### src/rtl/uart_tx_sequencer.sv
// uart_tx_sequencer: streams (base, length) byte jobs from a shared text buffer
// into a byte-wide UART transmitter. Two requesters are served round-robin:
// bit 0 is the board redraw and bit 1 is the status/score line.
//
// Optional build macro UART_TX_SEQ_CRLF_EN: after every transmitted 8'h0A the
// sequencer sends an extra 8'h0D. The buffer therefore only needs to hold
// bare line feeds. When the macro is undefined, bytes pass through unchanged.
//
// All outputs are registered. The memory read strobe, grant, done and active
// flags are loaded on the edge that enters the matching state, so each one is
// visible for the whole cycle that the state occupies. The transmit strobe is
// raised on the edge where SEND sees the UART idle. The UART therefore sees it
// during GAP, and busy is already up by the time WAIT_TX samples it.
module uart_tx_sequencer #(
    parameter int ADDR_W = 10,
    parameter int LEN_W  = 10
) (
    input  logic              clk,
    input  logic              rst,
    input  logic [1:0]        i_req,
    input  logic [ADDR_W-1:0] i_base0,
    input  logic [LEN_W-1:0]  i_len0,
    input  logic [ADDR_W-1:0] i_base1,
    input  logic [LEN_W-1:0]  i_len1,
    output logic [1:0]        o_grant,
    output logic [1:0]        o_done,
    output logic [ADDR_W-1:0] o_mem_addr,
    output logic              o_mem_rd,
    input  logic [7:0]        i_mem_data,
    output logic [7:0]        o_tx_data,
    output logic              o_tx_stb,
    input  logic              i_tx_busy,
    output logic              o_active
);

`ifdef UART_TX_SEQ_CRLF_EN
    localparam logic CRLF_EN = 1'b1;
`else
    localparam logic CRLF_EN = 1'b0;
`endif

    typedef enum logic [2:0] {
        S_IDLE      = 3'd0,
        S_FETCH     = 3'd1,
        S_WAIT_DATA = 3'd2,
        S_SEND      = 3'd3,
        S_GAP       = 3'd4,
        S_WAIT_TX   = 3'd5,
        S_FINISH    = 3'd6
    } state_t;

    state_t            r_state;
    state_t            w_next;

    logic [1:0]        r_grant;
    logic [1:0]        r_done;
    logic              r_active;
    logic              r_mem_rd;
    logic [ADDR_W-1:0] r_mem_addr;
    logic [7:0]        r_tx_data;
    logic              r_tx_stb;
    logic [ADDR_W-1:0] r_cur_addr;
    logic [LEN_W-1:0]  r_remaining;
    logic              r_rr_ptr;     // requester favoured on a tie
    logic              r_crlf_pend;  // last buffer byte was LF, CR still owed
    logic              r_inject;     // byte in SEND is the injected CR

    logic              w_sel;
    logic [1:0]        w_sel_onehot;
    logic [ADDR_W-1:0] w_sel_base;
    logic [LEN_W-1:0]  w_sel_len;
    logic [ADDR_W-1:0] w_fetch_addr;

    // Pick the requester to grant from IDLE and mux its job descriptor.
    always_comb begin
        w_sel = 1'b0;
        case (i_req)
            2'b01:   w_sel = 1'b0;
            2'b10:   w_sel = 1'b1;
            2'b11:   w_sel = r_rr_ptr;
            default: w_sel = 1'b0;
        endcase
        w_sel_onehot = w_sel ? 2'b10 : 2'b01;
        w_sel_base   = w_sel ? i_base1 : i_base0;
        w_sel_len    = w_sel ? i_len1 : i_len0;
        // On the grant edge cur_addr is not loaded yet, so read the base directly.
        w_fetch_addr = (r_state == S_IDLE) ? w_sel_base : r_cur_addr;
    end

    // Next-state decode for the job sequencer.
    always_comb begin
        w_next = r_state;
        case (r_state)
            S_IDLE: begin
                if (i_req != 2'b00) begin
                    if (w_sel_len == {LEN_W{1'b0}}) begin
                        w_next = S_FINISH;
                    end else begin
                        w_next = S_FETCH;
                    end
                end else begin
                    w_next = S_IDLE;
                end
            end
            S_FETCH:     w_next = S_WAIT_DATA;
            S_WAIT_DATA: w_next = S_SEND;
            S_SEND: begin
                if (!i_tx_busy) begin
                    w_next = S_GAP;
                end else begin
                    w_next = S_SEND;
                end
            end
            S_GAP:       w_next = S_WAIT_TX;
            S_WAIT_TX: begin
                if (i_tx_busy) begin
                    w_next = S_WAIT_TX;
                end else if (r_crlf_pend) begin
                    w_next = S_SEND;
                end else if (r_remaining != {LEN_W{1'b0}}) begin
                    w_next = S_FETCH;
                end else begin
                    w_next = S_FINISH;
                end
            end
            S_FINISH:    w_next = S_IDLE;
            default:     w_next = S_IDLE;
        endcase
    end

    // State register.
    always_ff @(posedge clk) begin
        if (!rst) begin
            r_state <= S_IDLE;
        end else begin
            r_state <= w_next;
        end
    end

    // Job datapath and registered outputs.
    always_ff @(posedge clk) begin
        if (!rst) begin
            r_grant     <= 2'b00;
            r_done      <= 2'b00;
            r_active    <= 1'b0;
            r_mem_rd    <= 1'b0;
            r_mem_addr  <= {ADDR_W{1'b0}};
            r_tx_data   <= 8'h00;
            r_tx_stb    <= 1'b0;
            r_cur_addr  <= {ADDR_W{1'b0}};
            r_remaining <= {LEN_W{1'b0}};
            r_rr_ptr    <= 1'b0;
            r_crlf_pend <= 1'b0;
            r_inject    <= 1'b0;
        end else begin
            r_mem_rd <= (w_next == S_FETCH);
            if (w_next == S_FETCH) begin
                r_mem_addr <= w_fetch_addr;
            end
            r_tx_stb <= 1'b0;
            r_done   <= 2'b00;
            case (r_state)
                S_IDLE: begin
                    if (i_req != 2'b00) begin
                        r_grant     <= w_sel_onehot;
                        r_active    <= 1'b1;
                        r_cur_addr  <= w_sel_base;
                        r_remaining <= w_sel_len;
                        r_rr_ptr    <= ~w_sel;
                        r_crlf_pend <= 1'b0;
                        r_inject    <= 1'b0;
                        if (w_sel_len == {LEN_W{1'b0}}) begin
                            r_done <= w_sel_onehot;
                        end
                    end
                end
                S_WAIT_DATA: begin
                    r_tx_data <= i_mem_data;
                end
                S_SEND: begin
                    if (!i_tx_busy) begin
                        r_tx_stb <= 1'b1;
                        if (r_inject) begin
                            r_inject <= 1'b0;
                        end else begin
                            r_cur_addr  <= r_cur_addr + {{(ADDR_W-1){1'b0}}, 1'b1};
                            r_remaining <= r_remaining - {{(LEN_W-1){1'b0}}, 1'b1};
                            r_crlf_pend <= CRLF_EN && (r_tx_data == 8'h0A);
                        end
                    end
                end
                S_WAIT_TX: begin
                    if (!i_tx_busy) begin
                        if (r_crlf_pend) begin
                            r_tx_data   <= 8'h0D;
                            r_inject    <= 1'b1;
                            r_crlf_pend <= 1'b0;
                        end else if (r_remaining == {LEN_W{1'b0}}) begin
                            r_done <= r_grant;
                        end
                    end
                end
                S_FINISH: begin
                    r_grant  <= 2'b00;
                    r_active <= 1'b0;
                end
                default: begin
                    r_tx_stb <= 1'b0;
                end
            endcase
        end
    end

    assign o_grant    = r_grant;
    assign o_done     = r_done;
    assign o_active   = r_active;
    assign o_mem_rd   = r_mem_rd;
    assign o_mem_addr = r_mem_addr;
    assign o_tx_data  = r_tx_data;
    assign o_tx_stb   = r_tx_stb;

endmodule

### config.mk
export PLATFORM = sky130hd
export DESIGN_NAME = uart_tx_sequencer
export DESIGN_NICKNAME = d
export VERILOG_FILES = /design/src/rtl/uart_tx_sequencer.sv
export SDC_FILE = /design/constraint.sdc
export NUM_CORES = 1
export LEC_CHECK = 0
export BUFFER_PORTS_ARGS = -buffer_cell sky130_fd_sc_hd__buf_2
export CAP_MARGIN = 10
export CORE_MARGIN = 10
export CORE_UTILIZATION = 50
export DETAILED_ROUTE_END_ITERATION = 10
export HOLD_SLACK_MARGIN = 0.06
export MAX_ROUTING_LAYER = met4
export PLACE_DENSITY = 0.74
export SYNTH_ARGS = -nofsm -noshare
export SYNTH_HDL_FRONTEND = slang
export SYNTH_SLANG_ARGS = --single-unit
### constraint.sdc
create_clock -name clk -period 2.1 [get_ports clk]
set_input_delay 0.42 -clock clk [delete_from_list [all_inputs] [get_ports clk]]
set_output_delay 0.42 -clock clk [all_outputs]
set_load 0.02 [all_outputs]
==> qor.csv <==
stage,metric,value,unit
drt,via_per_inst,5.69,
timing,whs,0.301,ns
setup_path,r2r_slack,0.27,ns
drt,wl_per_cell,15.7,µm
power_and_ir_drop,internal_power,2.03,mW
grt,grt_pass1_wl,13200,µm
clock_network,ctsResizeCount,0,
yosys,synth-compound-area-share,21.0,%
timing,tightest_slew,0.544,ns
yosys,synth_top_family_by_area,simple AND/OR/NAND/NOR gates,
die,die_y,94.9,µm
yosys,synth.most_common_cell,nand2_1,
power_and_ir_drop,comb_power_share,44.0,%
clock_network,post_cts_buffers,0,
yosys,synth_area,2810,µm²
setup_path,worst-path-max-fanout,10,
yosys,synth-simple-area-share,24.9,%
min_path,whs_path_depth,2,
timing,tns,0,ns
min_path,hold_path_startpoint,i_tx_busy,
yosys,ys_ff_latch,50,
die,core_area,5470,µm²
yosys,yosysTopAreaCellShare,35.7,%
placement,gp_congestion,0.898,
die,initial_utilization,51.3,%
timing,fmax,548,MHz
power_and_ir_drop,netSwitchingFraction,41.1,%
timing,finalMaxSlewViolations,0,
drt,first_pass_iters,4,
yosys,yosysWarnings,0,
timing,rsz0062_at_grt,false,
clock_network,cts_buffers,5,
clock_network,clk_pin_slew,0.10,ns
yosys,synthMuxAreaShare,12.1,%
grt,antenna_found_initial,0,
clock_network,cts.sinks,50,
yosys,synth_edf_count,0,
timing,finalSetupViolCount,0,
clock_network,clockBufferDepth,2,
power_and_ir_drop,clkPwrFrac,17.5,%
yosys,postSynthCellCount,355,
drt,drt-total-wl,7980,µm
setup_path,path_class,reg2reg,
yosys,synth_xor_area_share,0.312,%
clock_network,h-tree-depth,2,
setup_path,critPathRequiredTime,2.35,ns
clock_network,cts_tree,built,
yosys,synth_area_leaders,"dfxtp_1 (36%), mux2i_1 (12%), nand2_1 (7.0%)",
layout,drive_gt1_share,26.4,%
clock_network,clk_latency,0.32,ns
setup_path,r2r_cells,7,
setup_path,crit_arrival,2.07,ns
power_and_ir_drop,power.share.sequential,38.5,%
grt,grt_pass1_vias,2856,
grt,grt_max_degree,29,
yosys,synth_fa_ha_area_share,1.34,%
die,dieArea,9010,µm²
grt,grtUsageTotal,18.3,%
drt,via_count,2883,
setup_path,r2r_start,r_remaining[5],
drt,drt_iter0_markers,155,
die,die_w,94.9,µm
timing,slew_headroom,63.4,%
placement,pre_cts_ws,0.261,ns
grt,overflow,0,
drt,antenna_left,0,
setup_path,end_kind,flop,
power_and_ir_drop,p_sw,1.42,mW
outcome,outcome,finished clean,
yosys,synthTopCellsByCount,"nand2_1 (52), dfxtp_1 (50), nor2_1 (42), mux2i_1 (34)",
power_and_ir_drop,p_per_area,1010,nW/µm²
yosys,async_flop_share,0,%
timing,min_period,1.83,ns
die,rows,27,
run,maxCapViolCount,0,
yosys,synth_fp_nets,411,
layout,nets,490,
min_path,whs_endpoint,o_tx_stb,
die,ioPinCount,78,
clock_network,clockRootBuffer,clkbuf_8,
yosys,synthFlopType,dfxtp_1,
timing,fin_skew,0.0163,ns
layout,syn_to_final_growth,21.8,%
placement,numPortBuffers,77,
power_and_ir_drop,ir_worst_vdd,0.442,mV
clock_network,postCtsHoldBufs,0,
layout,postLayoutCoreUtil,62.5,%
placement,hpwl,6050,µm
yosys,ys_seq_area_share,35.7,%
setup_path,worstSetupStartpointType,flop,
min_path,holdCritPathClass,in2reg,
yosys,yosysTopAreaCell,dfxtp_1,
timing,final_hold_viol_count,0,
timing,period_share,86.9,%
yosys,ys_types,47,
drt,drc,0,
power_and_ir_drop,p_leak,1.54,nW
layout,antenna_cells,0,
timing,setup_slack,0.274,ns
power_and_ir_drop,power.total,3.45,mW
setup_path,r2r_end,o_mem_addr[2],
layout,nFillCells,508,
yosys,avgSynthCellArea,7.91,µm²
-- cells in the final DEF, fill, tap and decap left out, types with 4 or more instances in the layout --
cell type   n
buf_2      77
nand2_1    52
dfxtp_1    50
nor2_1     42
mux2i_1    34
o21ai_0    26
a21oi_1    26
buf_4      15
nor3_1     11
nand3_1    10
o211ai_1   10
a22oi_1     8
o22ai_1     5
nor4_1      5
clkbuf_8    5
inv_1       4
-- logic make-up (layout without fill, tap and decap cells) --
family | count (synthesis) | count (layout)
AND/OR/NAND/NOR | 144 | 144
flip-flops | 50 | 50
XOR/XNOR | 1 | 1
multiplexers | 34 | 34
AO/OA/AOI/OAI | 95 | 95
adder cells (fa/ha/maj) | 3 | 3
buffers and inverters | 28 | 108
-- how the worst max path moves through the flow --
| stage | end | slack (ns) | from |
|---|---|---|---|
| after floorplan | o_mem_addr[0] | 0.41 | r_remaining[5] |
| after global placement | o_mem_addr[4] | 0.32 | i_req[0] |
| after detailed placement | o_mem_addr[1] | 0.26 | i_req[0] |
| after CTS | r_remaining[7] | 0.29 | r_state[0] |
| after global routing | r_remaining[9] | 0.15 | r_state[0] |
| final | o_mem_addr[2] | 0.27 | r_remaining[5] |
-- layer usage --
layer | vias to the layer above | GRT usage, % | part of all wire [%]
met5 | - | - | 0
met4 | 0 | 7.11 | 2.2
met3 | 15 | 3.49 | 6.7
met2 | 104 | 30.2 | 47
met1 | 1333 | 21.4 | 44
li1 | 1431 | - | -
-- metrics by stage --
step,area (µm²),instances
after floorplan,2810,355
after global placement,3330,499
after detailed placement,3330,499
after CTS,3420,507
after global routing,3420,507
final,3420,507
-- registers in the layout, indices dropped and copies added, names as in the netlist --
signal / cells
r_cur_addr: 10
r_rr_ptr: 1
r_state: 3
r_inject: 1
o_tx_data: 8
o_grant: 2
o_mem_rd: 1
r_remaining: 10
o_mem_addr: 10
o_done: 2
o_tx_stb: 1
o_active: 1
-- critical path: stages, from the launching register on --
cell and delay [ns]:
dfxtp_1 0.35, or4_4 0.58, nor3_4 0.18, nand2_2 0.08
nand3_2 0.07, o21a_1 0.16, buf_12 0.15, mux2i_1 0.18
-- cell type report --
| class | instances | area [µm²] | area share, % |
|---|---|---|---|
| clock buffer | 5 | 68.8 | 2.01 |
| clock inverter | 3 | 23.8 | 0.695 |
| inverter | 6 | 22.5 | 0.659 |
| multi-input combinational | 277 | 1680 | 49.0 |
| sequential | 50 | 1000 | 29.3 |
| tap | 72 | 90.1 | 2.63 |
| timing repair buffer | 94 | 538 | 15.7 |
-- power by group through the flow --
stage / Combinational (mW) / Sequential, mW / Clock, mW
5_1_grt: 1.68 / 1.35 / 0.651
2_1_floorplan: 0.967 / 1.42 / 0
4_1_cts: 1.52 / 1.32 / 0.611
3_3_place_gp: 1.49 / 1.34 / 0
3_5_place_dp: 1.51 / 1.34 / 0
6_report: 1.52 / 1.33 / 0.604
Power figures use the tool's default switching activity.
